[src/rtl/humidity_pkg.sv]
// Shared constants, widths and FSM state type for the humidity setpoint to ADC threshold converter.
package humidity_pkg;

    localparam int unsigned HUM_W             = 10;
    localparam int unsigned H_W               = 11;
    localparam int unsigned ADC_W             = 12;
    localparam int unsigned HYST_W            = 7;
    localparam int unsigned HUM_MAX_C         = 1000;
    localparam int unsigned CODE_OFFSET_C     = 2000;
    localparam int unsigned CODE_GAIN_SHIFT_C = 1;

    typedef enum logic [1:0] {
        IDLE  = 2'd0,
        CLAMP = 2'd1,
        CONV  = 2'd2,
        HOLD  = 2'd3
    } state_e;

endpackage

[src/rtl/hum_code_conv.sv]
// Combinational humidity (tenths %RH) to ADC code mapping: offset + gain-shifted humidity.
module hum_code_conv
    import humidity_pkg::*;
(
    input  logic [H_W-1:0]   h_i,
    output logic [ADC_W-1:0] code_c_o
);

    // Largest input after clamping is 1000, so the result never exceeds 4000 and fits 12 bits.
    always_comb begin
        code_c_o = ADC_W'(CODE_OFFSET_C) + (ADC_W'(h_i) << CODE_GAIN_SHIFT_C);
    end

endmodule

[src/rtl/humidity_to_voltage.sv]
// Converts a humidity setpoint and hysteresis half-band into low/high ADC threshold codes.
// Optional build macro HUM_LIVE_CMP_EN adds a live comparator driving humid_on from voltage.
module humidity_to_voltage
    import humidity_pkg::*;
(
    input  logic              clk,
    input  logic              rst_n,
    input  logic              sp_valid,
    output logic              sp_ready,
    input  logic [HUM_W-1:0]  sp_humidity,
    input  logic [HYST_W-1:0] sp_hyst,
    output logic              th_valid,
    input  logic              th_ready,
    output logic [ADC_W-1:0]  th_low,
    output logic [ADC_W-1:0]  th_high,
`ifdef HUM_LIVE_CMP_EN
    input  logic [ADC_W-1:0]  voltage,
    output logic              humid_on,
`endif
    output logic              err_clamped
);

    state_e              state_q, state_d;
    logic [HUM_W-1:0]    hum_q, hum_d;
    logic [HYST_W-1:0]   hyst_q, hyst_d;
    logic [H_W-1:0]      h_lo_q, h_lo_d;
    logic [H_W-1:0]      h_hi_q, h_hi_d;
    logic                clamp_q, clamp_d;
    logic [ADC_W-1:0]    th_low_q, th_low_d;
    logic [ADC_W-1:0]    th_high_q, th_high_d;
    logic                th_valid_q, th_valid_d;
    logic                err_q, err_d;
    logic                sp_ready_q, sp_ready_d;

    logic [H_W-1:0]      h_c;
    logic [H_W-1:0]      sum_c;
    logic [ADC_W-1:0]    code_lo_c;
    logic [ADC_W-1:0]    code_hi_c;

`ifdef HUM_LIVE_CMP_EN
    logic                armed_q, armed_d;
    logic [ADC_W-1:0]    shadow_lo_q, shadow_lo_d;
    logic [ADC_W-1:0]    shadow_hi_q, shadow_hi_d;
    logic                humid_on_q, humid_on_d;
`endif

    hum_code_conv u_conv_lo (
        .h_i      (h_lo_q),
        .code_c_o (code_lo_c)
    );

    hum_code_conv u_conv_hi (
        .h_i      (h_hi_q),
        .code_c_o (code_hi_c)
    );

    // State and datapath registers; reset discards any in-flight setpoint.
    always_ff @(posedge clk or negedge rst_n) begin
        if (!rst_n) begin
            state_q    <= IDLE;
            hum_q      <= '0;
            hyst_q     <= '0;
            h_lo_q     <= '0;
            h_hi_q     <= '0;
            clamp_q    <= 1'b0;
            th_low_q   <= '0;
            th_high_q  <= '0;
            th_valid_q <= 1'b0;
            err_q      <= 1'b0;
            sp_ready_q <= 1'b1;
        end else begin
            state_q    <= state_d;
            hum_q      <= hum_d;
            hyst_q     <= hyst_d;
            h_lo_q     <= h_lo_d;
            h_hi_q     <= h_hi_d;
            clamp_q    <= clamp_d;
            th_low_q   <= th_low_d;
            th_high_q  <= th_high_d;
            th_valid_q <= th_valid_d;
            err_q      <= err_d;
            sp_ready_q <= sp_ready_d;
        end
    end

    // Next-state and datapath: capture, clamp/saturate, convert, hold until consumed.
    always_comb begin
        state_d    = state_q;
        hum_d      = hum_q;
        hyst_d     = hyst_q;
        h_lo_d     = h_lo_q;
        h_hi_d     = h_hi_q;
        clamp_d    = clamp_q;
        th_low_d   = th_low_q;
        th_high_d  = th_high_q;
        th_valid_d = th_valid_q;
        err_d      = err_q;

        // 11-bit intermediates: h + hyst peaks at 1127, no overflow.
        h_c   = (hum_q > HUM_W'(HUM_MAX_C)) ? H_W'(HUM_MAX_C) : H_W'(hum_q);
        sum_c = h_c + H_W'(hyst_q);

        case (state_q)
            IDLE: begin
                if (sp_valid) begin
                    hum_d   = sp_humidity;
                    hyst_d  = sp_hyst;
                    state_d = CLAMP;
                end
            end
            CLAMP: begin
                clamp_d = (hum_q > HUM_W'(HUM_MAX_C));
                h_lo_d  = (h_c >= H_W'(hyst_q)) ? (h_c - H_W'(hyst_q)) : '0;
                h_hi_d  = (sum_c > H_W'(HUM_MAX_C)) ? H_W'(HUM_MAX_C) : sum_c;
                state_d = CONV;
            end
            CONV: begin
                th_low_d   = code_lo_c;
                th_high_d  = code_hi_c;
                err_d      = clamp_q;
                th_valid_d = 1'b1;
                state_d    = HOLD;
            end
            HOLD: begin
                if (th_ready) begin
                    th_valid_d = 1'b0;
                    state_d    = IDLE;
                end
            end
            default: begin
                state_d = IDLE;
            end
        endcase

        sp_ready_d = (state_d == IDLE);
    end

`ifdef HUM_LIVE_CMP_EN
    // Live comparator registers.
    always_ff @(posedge clk or negedge rst_n) begin
        if (!rst_n) begin
            armed_q     <= 1'b0;
            shadow_lo_q <= '0;
            shadow_hi_q <= '0;
            humid_on_q  <= 1'b0;
        end else begin
            armed_q     <= armed_d;
            shadow_lo_q <= shadow_lo_d;
            shadow_hi_q <= shadow_hi_d;
            humid_on_q  <= humid_on_d;
        end
    end

    // Shadow the last transferred thresholds and run hysteretic on/off control once armed.
    always_comb begin
        armed_d     = armed_q;
        shadow_lo_d = shadow_lo_q;
        shadow_hi_d = shadow_hi_q;
        humid_on_d  = 1'b0;

        if (armed_q) begin
            humid_on_d = humid_on_q;
            if (voltage < shadow_lo_q) begin
                humid_on_d = 1'b1;
            end else if (voltage > shadow_hi_q) begin
                humid_on_d = 1'b0;
            end
        end

        if (th_valid_q && th_ready) begin
            armed_d     = 1'b1;
            shadow_lo_d = th_low_q;
            shadow_hi_d = th_high_q;
        end
    end

    assign humid_on = humid_on_q;
`endif

    assign sp_ready    = sp_ready_q;
    assign th_valid    = th_valid_q;
    assign th_low      = th_low_q;
    assign th_high     = th_high_q;
    assign err_clamped = err_q;

endmodule

[config.mk]
export PLATFORM = sky130hd
export DESIGN_NAME = humidity_to_voltage
export DESIGN_NICKNAME = d
export VERILOG_FILES = /design/src/rtl/humidity_pkg.sv /design/src/rtl/hum_code_conv.sv /design/src/rtl/humidity_to_voltage.sv
export SDC_FILE = /design/constraint.sdc
export NUM_CORES = 1
export LEC_CHECK = 0
export CELL_PAD_IN_SITES_DETAIL_PLACEMENT = 0
export CELL_PAD_IN_SITES_GLOBAL_PLACEMENT = 1
export CORE_MARGIN = 1.5
export CORE_UTILIZATION = 46
export DETAILED_ROUTE_END_ITERATION = 8
export PLACE_DENSITY = 0.86
export SYNTH_ARGS = -nofsm -noshare
export SYNTH_HDL_FRONTEND = slang
export SYNTH_SLANG_ARGS = --single-unit
[constraint.sdc]
create_clock -name clk -period 9 [get_ports clk]
set_input_delay 0.9 -clock clk [delete_from_list [all_inputs] [get_ports clk]]
set_output_delay 0.9 -clock clk [all_outputs]
set_load 0.1 [all_outputs]
==> flow_summary.json, run 1 <==
{
  "dpl.hpwl_mm": 4.91,
  "fin_nets": 426,
  "critPathLaunchType": "flop",
  "ant_nets": 0,
  "vias": 2549,
  "max_slew_margin": 0.349,
  "layout_min_cycle_time_ns": 3.41,
  "crit_type": "flop to flop",
  "coreArea_sq_um": 7370,
  "grt_first_pass_wirelength_mm": 11.7,
  "dr.first_iter.drc_count": 80,
  "syn_inst": 345,
  "area_growth_pct": 19.7,
  "required_ns": 9.22,
  "yosysUniqueCellTypes": 56,
  "startpoint": "hum_q[7]",
  "postCtsSetupBuffers": 0,
  "cts_made_buffers": 9,
  "first_global_vias": 2449,
  "syn_area_sq_um": 3560,
  "dp.cells": 475,
  "synth_seq_cells": 67,
  "grt_usage": 0.179,
  "r2r_cells": 15,
  "die_h_um": 91.0,
  "r2r-start": "hum_q[7]",
  "cts.repair.resized": 0,
  "syn_avg_cell_area_sq_um": 10.3,
  "antenna_cells": 0,
  "path_clk_slew_ns": 0.07,
  "layout_commonest_cell": "dfrtp_1",
  "hold_class": "flop to flop",
  "cts_hold_buf": 0,
  "cts_tree": "done",
  "worst_pin_slew_ns": 0.974,
  "final_cell_mix": "dfrtp_1, nand2_1, clkdlybuf4s50_1, o21ai_0, mux2_2",
  "finClkSkew_ns": 0.00943,
  "ioPinCount": 48,
  "yosys_warnings": 0,
  "place_ws_ns": 5.59,
  "setup_viol": 0,
  "instances_no_fill": 491,
  "wl_mm": 6.62,
  "crit_fanout": 14,
  "synth-edff-count": 0,
  "cts_root_buf": "clkbuf_8",
  "synthArstFlopShare": 1.00,
  "dieArea_sq_um": 8290,
  "gr-total-overflow": 0,
  "grt_max_degree": 68,
  "clk_latency_ns": 0.35,
  "drv_slew": 0,
  "setup_slack_ns": 5.59,
  "cts_buffer_depth": 2,
  "routedWlPerCell_um": 13.5,
  "dr.pass1.iters": 4,
  "hold_violations": 0,
  "hold_depth": 2,
  "drc": 0,
  "io_buffers": 45,
  "cp_data_arrival_time_ns": 3.63,
  "endpoint_kind": "flop",
  "globalplace.congestion": 0.891,
  "start_util": 0.484,
  "status": "finished, final reports clean",
  "r2r_slack_ns": 5.59,
  "htreeDepth": 3,
  "min_from": "th_high[10]",
  "timing.fmax_mhz": 293,
  "rsz0062_at_grt": "no",
  "seq_area_frac_synth": 0.471,
  "clock_sinks": 67,
  "maxCapViolCount": 0,
  "rows": 31,
  "antenna_found_initial": 0,
  "drive_gt1_frac": 0.143,
  "fin_crit_sh": 0.379,
  "finalSetupTns_ns": 0,
  "synth_flop_cell": "dfrtp_1",
  "die_w_um": 91.0,
  "vias_per_cell": 5.19
}
## cells in the mapped netlist (all sizes together) (2+ instances only)
master,number,share of area
dfrtp,66,0.46
nand2,50,0.053
o21ai,41,0.063
mux2,19,0.060
inv,17,0.018
ha,16,0.056
xnor2,16,0.039
a21oi,13,0.020
clkbuf,12,0.013
nor3,8,0.011
nor2,7,0.0074
xor2,7,0.017
a21o,6,0.015
buf,6,0.013
and3,5,0.0088
nand2b,5,0.0088
nor2b,4,0.0070
nor3b,4,0.0084
o22a,4,0.0098
a31oi,3,0.0070
and2,3,0.0053
mux2i,3,0.0084
or3,3,0.0053
a211o,2,0.0049
a211oi,2,0.0042
fa,2,0.011
o21bai,2,0.0074
o2bb2ai,2,0.0049
## stage by stage
step	hold WS, ns	cell area [sq um]	util
after detailed placement	0.471	4070	0.553
after CTS	0.486	4270	0.579
after global placement	0.461	4070	0.553
after floorplan	0.446	3570	-
after global routing	0.499	4270	0.579
final	0.480	4270	0.579
## flip-flops by register name, indices dropped and copies added, names as in the netlist
register,flops
h_lo_q,11
hum_q,10
hyst_q,7
th_valid,1
err_clamped,1
sp_ready,1
th_low,11
state_q,2
th_high,11
h_hi_q,11
clamp_q,1
## metal layers
metal / track usage / share of wire
met1: 0.244 / 0.48
met3: 0.0477 / 0.047
met2: 0.269 / 0.46
met5: 0 / 0
met4: 0.0768 / 0.019
## cells by family after synthesis
kind of cell             synth area share
flip-flops                          0.471
XOR/XNOR                           0.0565
buffers and inverters              0.0439
AO/OA/AOI/OAI                       0.163
AND/OR/NAND/NOR                     0.129
adder cells (fa/ha/maj)            0.0674
other                             0.00105
multiplexers                       0.0684
## final cells by class
cell class                 instances  area (sq um)
inverter                          17          63.8
fill                             684          3100
sequential                        67          1680
tap                               99           124
clock buffer                      12           145
timing repair buffer              48           468
multi-input combinational        244          1740
clock inverter                     4          50.0
## worst max-delay path: stages (launching register included)
cell and delay, ns:
dfrtp_1 0.51, and3_1 0.27, and3_1 0.20, o21ai_0 0.17, nand2_1 0.13, inv_1 0.07
ha_1 0.17, inv_1 0.06, fa_1 0.43, o21bai_4 0.14, a21oi_2 0.10, o21ai_4 0.17
nor4bb_1 0.30, o311a_1 0.22, a2bb2oi_2 0.25, o21ai_1 0.09
## final timing paths
| kind | end |
|---|---|
| worst max-delay path | h_hi_q[2] |
| worst min-delay path | th_high[10] |
| worst max register to register | h_hi_q[2] |
| worst min register to register | th_high[10] |
| max in group asynchronous | hum_q[6] |
| min in group asynchronous | th_low[7] |
Power of run 1 is not shown: default switching activity piles up to over one toggle a cycle in this logic, so the estimate is an artifact.
==> inputs of run 2 (changes only) <==
--- a/config.mk
+++ b/config.mk
@@ -8,9 +8,9 @@
 export CELL_PAD_IN_SITES_DETAIL_PLACEMENT = 0
 export CELL_PAD_IN_SITES_GLOBAL_PLACEMENT = 1
 export CORE_MARGIN = 1.5
-export CORE_UTILIZATION = 46
+export CORE_UTILIZATION = 39
 export DETAILED_ROUTE_END_ITERATION = 8
-export PLACE_DENSITY = 0.86
+export PLACE_DENSITY = 0.78
 export SYNTH_ARGS = -nofsm -noshare
 export SYNTH_HDL_FRONTEND = slang
 export SYNTH_SLANG_ARGS = --single-unit
==> constraint.sdc (replaced) <==
create_clock -name clk -period 2.8 [get_ports clk]
set_input_delay 0.28 -clock clk [delete_from_list [all_inputs] [get_ports clk]]
set_output_delay 0.28 -clock clk [all_outputs]
set_load 0.1 [all_outputs]
==> run 2 against run 1 <==
  * Highest routed layer unchanged
  * Register-to-register slack lost 5.7 ns
  * Clock-buffer cell count is 2 lower
  * The flow now finishes with violations (DRC, setup timing)
  * Critical path depth is 1 lower
  * Hold slack worse by 0.0059 ns
  * Sequential share of layout area down 3.7 points
  * Wire length up 15%
==> flow_summary.json, run 2 (synthesis results as in run 1) <==
{
  "status": "complete, but fails checks",
  "violations": "DRC, setup timing",
  "vias_per_cell": 4.96,
  "vias": 2658,
  "cp_data_arrival_time_ns": 3.10,
  "start_util": 0.405,
  "globalplace.congestion": 0.814,
  "setup_slack_ns": -0.0616,
  "die_h_um": 98.6,
  "path_clk_slew_ns": 0.08,
  "wl_mm": 7.62,
  "dpl.hpwl_mm": 5.63,
  "drc": 6,
  "drv_slew": 0,
  "routedWlPerCell_um": 14.2,
  "finClkSkew_ns": 0.00750,
  "maxCapViolCount": 0,
  "required_ns": 3.04,
  "rows": 34,
  "grt_first_pass_wirelength_mm": 13.2,
  "first_global_vias": 2732,
  "cts_tree": "done",
  "critPathLaunchType": "flop",
  "gr-total-overflow": 0,
  "antenna_cells": 0,
  "hold_violations": 0,
  "dp.cells": 512,
  "io_buffers": 45,
  "grt_max_degree": 39,
  "grt_usage": 0.172,
  "final_cell_mix": "dfrtp_1, buf_4, nand2_1, o21ai_0",
  "ioPinCount": 48,
  "finalSetupTns_ns": -0.191,
  "clk_latency_ns": 0.35,
  "cts_made_buffers": 9,
  "crit_fanout": 5,
  "instances_no_fill": 536,
  "htreeDepth": 3,
  "hold_class": "input pin to flop",
  "holdWs_ns": 0.475,
  "area_growth_pct": 32.2,
  "dieArea_sq_um": 9720,
  "layout_commonest_cell": "dfrtp_1",
  "place_area_sq_um": 4270,
  "max_slew_margin": 0.565,
  "layout_min_cycle_time_ns": 2.86,
  "worst_pin_slew_ns": 0.653,
  "ant_nets": 0,
  "die_w_um": 98.6,
  "fin_nets": 462,
  "endpoint_kind": "flop",
  "cts_buffer_depth": 2,
  "use_met3": 0.0319,
  "timing.fmax_mhz": 349,
  "fillCellCount": 812,
  "fin_crit_sh": 1.02,
  "dr.first_iter.drc_count": 91,
  "setup_viol": 5,
  "busiest_layer": "met2",
  "rsz0062_at_grt": "yes",
  "cts_root_buf": "clkbuf_8",
  "groute.layer.met2.usage": 0.287,
  "crit_type": "flop to flop",
  "antenna_found_initial": 0,
  "drive_gt1_frac": 0.327,
  "coreArea_sq_um": 8810,
  "clock_sinks": 67,
  "gr-usage-met1": 0.223,
  "final_cell_area_sq_um": 4710,
  "dr.pass1.iters": 6
}
-- run 2: cell types whose count changed in the layout (fill, tap and decap cells not counted), moves of 4 or more --
cell | previous run | this run
inv_1 | 13 | 9
ha_1 | 16 | 11
ha_4 | 0 | 4
clkdlybuf4s50_1 | 44 | 19
inv_2 | 4 | 8
buf_4 | 3 | 63
-- run 2: layout make-up --
class / count / area (sq um) / share of cell area
Tap cell: 108 / 135 / 0.0287
Clock inverter: 6 / 113 / 0.0239
Multi-Input combinational cell: 244 / 1910 / 0.405
Sequential cell: 67 / 1680 / 0.356
Timing Repair Buffer: 84 / 678 / 0.144
Inverter: 17 / 63.8 / 0.0135
Clock buffer: 10 / 138 / 0.0292
-- run 2: worst paths after layout --
check,from,end,slack (ns),cells after the start
max in group asynchronous,rst_n,sp_ready,1.55,3
min in group asynchronous,rst_n,th_low[7],0.48,2
worst max register to register,hum_q[7],h_hi_q[3],-0.06,14
worst max-delay path,hum_q[7],h_hi_q[3],-0.06,14
worst min-delay path,sp_hyst[2],hyst_q[2],0.47,3
worst min register to register,th_low[4],th_low[4],0.48,2
-- run 2: timing repair --
action                                 CTS  global route
setup buffers                            4             3
resized for setup                       12            11
hold buffers                             1             0
endpoints found under the hold margin   28             0
pin swaps                               18             7
setup endpoints to repair               14            19
-- run 2: critical path, cell delays in order (launching register included) --
cell and delay, ns:
dfrtp_1 0.35, and3_4 0.19, and3_4 0.20, o21ai_4 0.07
and2_1 0.20, buf_4 0.14, ha_1 0.20, o21bai_4 0.19
a21oi_4 0.18, o21ai_4 0.07, buf_4 0.14, a21o_2 0.20
a21o_4 0.24, a2bb2oi_4 0.18, o22a_1 0.18
-- run 2: layer usage --
metal | wire length (um) | vias to the layer above
met3 | 224 | 13
met5 | 0 | -
met4 | 141 | 0
met2 | 3610 | 45
met1 | 3640 | 1261
li1 | - | 1339
-- run 2: stage by stage --
stage,utilization,setup slack (ns)
after global routing,0.535,-0.211
after global placement,0.485,-0.0969
after CTS,0.525,-0.0702
after floorplan,-,-0.116
after detailed placement,0.485,-0.185
final,0.535,-0.0616
Power of run 2 is left out for the same reason.
==> edit 1: new RTL, config.mk and constraints of run 2 <==
The package constant `HUM_W` goes from 10 to 5.
--- a/src/rtl/humidity_pkg.sv
+++ b/src/rtl/humidity_pkg.sv
@@ -3,3 +3,3 @@
 
-    localparam int unsigned HUM_W             = 10;
+    localparam int unsigned HUM_W             = 5;
     localparam int unsigned H_W               = 11;
Interface: changed (resized sp_humidity); port bits go from 48 to 43. The function was not compared with the original's and may differ.
==> edit 1 against run 2 <==
- area after synthesis decreased by 6.4%
- count of clock-buffer cells in the layout increased by 1
- cell area decreased by 13%
- sequential cell count decreased by 5
- first-iteration DRC count decreased by 15%
- critical path depth decreased by 2
- via count decreased by 6.4%
- routed wire length decreased by 14%
- die area decreased by 6.2%
- setup slack improved by 190 ps
- highest routed layer unchanged
Power is not shown: default switching activity piles up to over one toggle a cycle in this logic, so the estimate is an artifact.
==> edit 1: results (changes against run 2) <==
* Global placer's final weighted congestion at 0.826 (+1.5%)
* R2R Setup Slk at 130 ps (+190 ps)
* Logic inverters at 20 (+3)
* Die span in x at 95.5 µm (-3.2%)
* Number of multi-input combinational cells in the layout at 241 (-1.2%)
* Placed wire-length estimate at 4910 µm (-13%)
* Starting DRT DRC Count at 77 (-15%)
* Length of routed met3 wiring at 284 µm (+27%)
* Vias per std cell at 5.00 (+0.75%)
* Non-Clock Buffer Count at 57 (-32%)
* Data arrival at the endpoint of the critical path at 2890 ps (-210 ps)
* Worst hold path class: primary input to asynchronous set/reset pin
* Insertion delay of the later-clocked pin in the worst-skew pair at 330 ps (-20 ps)
* Least-Margin Pin Slew at 1010 ps (+353 ps)
* First-pass GRT wire length at 10900 µm (-17%)
* Clock buffer instance count of the final layout at 11 (+1)
* Sequential area share after synthesis at 46.5% (-0.52 points)
* Layout cells sized above 1 at 23.7% (-9.0 points)
* Filler Cell Count at 766 (-5.7%)
* Cell count of the worst reg-to-reg path at 12 (-2)
* Most frequent cells after synthesis: sky130_fd_sc_hd__dfrtp_1 (61), sky130_fd_sc_hd__nand2_1 (45), sky130_fd_sc_hd__o21ai_0 (28)
* Final non-clock buffer share at 11.3% (-3.1 points)
* Number of sequential cells at 62 (-7.5%)
* Setup bufs post-CTS at 0 (-4)
* Wire length per cell after detailed routing at 13.2 µm (-7.0%)
* Final setup skew at 9.27 ps (+1.77 ps)
* Detailed-routing iteration count for the pre-antenna-repair pass at 4 (-2)
* GR Layer Usage met3 at 2.87% (-0.32 points)
* GR met1 Demand/Resource at 21.0% (-1.2 points)
* Largest net degree at the start of global routing at 45 (+15%)
* Result of the run: complete, no violations
* Startpoint of the worst register-to-register path: hum_q[4]$_DFFE_PN0P_
* Total global-route track usage at 15.6% (-1.6 points)
* Met2 track demand over resource in global routing at 24.3% (-4.3 points)
* Number of buffers added on ports at 40 (-11%)
## edit 1: stage by stage
step / hold WS (ps) / instance area (µm²) / instances / TNS (ps) / worst slack (ps)
after detailed placement: 236 / 3830 / 480 / 0 / 61.6
after floorplan: -15.6 / 3350 / 338 / 0 / 203
after global routing: 447 / 4110 / 498 / -25.1 / -20.1
after global placement: 231 / 3830 / 480 / 0 / 111
after CTS: 408 / 4010 / 494 / 0 / 37.5
final: 401 / 4110 / 498 / 0 / 131
## edit 1: cells by family (layout without fill, tap and decap cells)
kind of cell / Yosys count / count (layout) / synth area share, %
AO/OA/AOI/OAI: 79 / 79 / 15.0
XOR/XNOR: 20 / 20 / 5.25
adder cells (fa/ha/maj): 21 / 21 / 8.33
buffers and inverters: 35 / 90 / 4.50
flip-flops: 62 / 62 / 46.5
multiplexers: 17 / 17 / 5.70
other: 1 / 4 / 0.112
AND/OR/NAND/NOR: 100 / 100 / 14.6
==> edit 2: new RTL, flow settings as in run 2 <==
Without the edit above. The 4 states of `state_e` get a one-hot encoding in 4 bits.
--- a/src/rtl/humidity_pkg.sv
+++ b/src/rtl/humidity_pkg.sv
@@ -11,7 +11,7 @@
 
-    typedef enum logic [1:0] {
-        IDLE  = 2'd0,
-        CLAMP = 2'd1,
-        CONV  = 2'd2,
-        HOLD  = 2'd3
+    typedef enum logic [3:0] {
+        IDLE  = 4'b0001,
+        CLAMP = 4'b0010,
+        CONV  = 4'b0100,
+        HOLD  = 4'b1000
     } state_e;
Behaviour: same outputs for any inputs over 10 cycles, from zero or initial values and one cycle with rst_n low; not proved beyond that.
==> edit 2 against run 2 <==
- the flow finishes with violations (negative setup slack)
- cell area up 4.5%
- worst hold slack lost 52 ps
- routed wire length up 11%
- fmax shrank 0.39%
- sequential cell count is 2 higher
- area after synthesis up 6.6%
- setup slack got worse by 11 ps
- highest routed layer unchanged
Power is left out: the tool's default activity adds up to more than one toggle a clock period on the data nets, which glitch-free logic cannot reach.
==> edit 2: results (changes against run 2) <==
* Final-layout worst hold slack at 423 ps (-51.8 ps)
* Synth area leaders: sky130_fd_sc_hd__dfrtp_1 (44%), sky130_fd_sc_hd__nand2_1 (6.8%), sky130_fd_sc_hd__ha_1 (5.3%)
* Asr flop ratio synth at 100% (unchanged)
* Total global-route track usage at 16.5% (-0.68 points)
* Setup-violating endpoint count in the final report at 5 (unchanged)
* Inserted Diodes at 0 (unchanged)
* First-pass GRT wire length at 13300 µm (+0.84%)
* Cell count of the worst reg-to-reg path at 15 (+1)
* CP delay by family, top: compound AO/OA/AOI/OAI gates
* Final setup skew at 14.5 ps (+7.03 ps)
* Clock Tree Root: sky130_fd_sc_hd__clkbuf_8
* Result of the run: finished with violations
* Net count of the finished layout at 520 (+13%)
* Detailed-routing iteration count for the pre-antenna-repair pass at 4 (-2)
* Total cell area at the placement stage at 0.00447 mm² (+4.8%)
* Startpoint of the worst register-to-register path: hum_q[2]$_DFFE_PN0P_
* Relative max-transition margin at 60.3% (+3.9 points)
* Placed wire-length estimate at 5950 µm (+5.7%)
* Most frequent cells after synthesis: sky130_fd_sc_hd__nand2_1 (69), sky130_fd_sc_hd__dfrtp_1 (67), sky130_fd_sc_hd__nor2_1 (32), sky130_fd_sc_hd__o21ai_0 (32), sky130_fd_sc_hd__inv_1 (19)
* GR met1 Demand/Resource at 23.3% (+1.0 points)
* Met2 track demand over resource in global routing at 25.4% (-3.3 points)
* Number of buffers added on ports at 45 (unchanged)
* Area share of the leading cell type in the synthesized netlist at 44.1% (-2.2 points)
* Clock-pin slew on the worst setup and hold paths at 90 ps
* Layout cells sized above 1 at 28.2% (-4.5 points)
* Worst hold path class: primary input to asynchronous set/reset pin
* Largest net degree at the start of global routing at 31 (-21%)
* Peak fanout along the critical path at 6 (+1)
* Data arrival at the endpoint of the critical path at 3160 ps (+60 ps)
* Starting DRT DRC Count at 137 (+51%)
* H-tree levels at 3 (unchanged)
* Vias in the first global route at 2800 (+2.5%)
* Slowest cell on the critical path: sky130_fd_sc_hd__dfrtp_1
* Number of library cell types mapped by synthesis at 58 (+3.6%)
* Wire length per cell after detailed routing at 13.7 µm (-3.4%)
* Vias after detailed routing at 3034 (+14%)
* Reg-to-reg critical path endpoint: h_hi_q[3]$_DFFE_PN0P_
* Final setup slack of the worst path at -72.7 ps (-11.1 ps)
* Maximum buffer depth of the clock tree at 2 (unchanged)
* Insertion delay of the later-clocked pin in the worst-skew pair at 350 ps (about the same)
* Yosys synthesis warning count at 0 (unchanged)
* Worst slack at placement at -214 ps (-29.0 ps)
* Number of buffers created by CTS at 9 (unchanged)
* Antenna violations before repair at 0 (unchanged)
* Global placer's final weighted congestion at 0.785 (-3.6%)
* Violated checks: negative setup slack
* GR Layer Usage met3 at 2.69% (-0.50 points)
* Sequential area share after synthesis at 45.5% (-1.6 points)
* Delay of the slowest cell on the worst path at 380 ps (+30 ps)
[edit 2: cell types whose count changed after synthesis, moves of 7 or more]
cell	delta
sky130_fd_sc_hd__nor2_1	+25
sky130_fd_sc_hd__o31ai_1	+7
sky130_fd_sc_hd__nand3_1	+7
sky130_fd_sc_hd__nand2_1	+19
sky130_fd_sc_hd__mux2_2	-9
[edit 2: cells by family after synthesis]
family	Yosys count	share of synthesized area (%)
AOI/OAI and AO/OA	100	18.4
muxes	10	2.96
other	1	0.0987
xor gates and xnor gates	19	4.38
DFF	69	45.5
and+or+nand+nor	144	17.3
adders and majority gates	18	6.32
buffers and inverters	41	5.00
[edit 2: cell type report]
cell class	count	area, µm²
Inverter	20	77.6
Tap cell	129	161
Multi-Input combinational cell	293	2060
Clock inverter	6	47.5
Fill cell	902	4410
Sequential cell	69	1730
Timing Repair Buffer	88	719
Clock buffer	10	128
[edit 2: how the worst max path moves through the flow]
stage	from	to	slack, ps	depth (start not counted)
final	hum_q[2]$_DFFE_PN0P_	h_hi_q[3]$_DFFE_PN0P_	-70	15
after global routing	hum_q[2]$_DFFE_PN0P_	h_hi_q[3]$_DFFE_PN0P_	-290	12
after CTS	hum_q[0]$_DFFE_PN0P_	h_lo_q[9]$_DFFE_PN0P_	-10	11
after detailed placement	hum_q[0]$_DFFE_PN0P_	h_hi_q[4]$_DFFE_PN0P_	-210	13
after global placement	hum_q[0]$_DFFE_PN0P_	h_hi_q[2]$_DFFE_PN0P_	-110	13
after floorplan	hum_q[0]$_DFFE_PN0P_	h_hi_q[2]$_DFFE_PN0P_	10	13
[edit 2: through the flow]
step	cells	setup TNS, ps
finish	615	-112
global route	615	-1690
CTS	606	-21.7
detailed placement	588	-1130
global placement	588	-547
floorplan	403	0
[edit 2: per-layer routing]
layer  vias to the layer above  share of wire, %
met2                        65                46
met4                         0               1.5
li1                       1544                 -
met1                      1413                48
met3                        12               4.4
met5                         -                 0
[edit 2: repair_timing]
item	CTS	global route
pin swaps	4	19
setup endpoints to repair	12	20
resized for setup	8	36
setup buffers	1	9
endpoints found under the hold margin	18	0
hold buffers	1	0
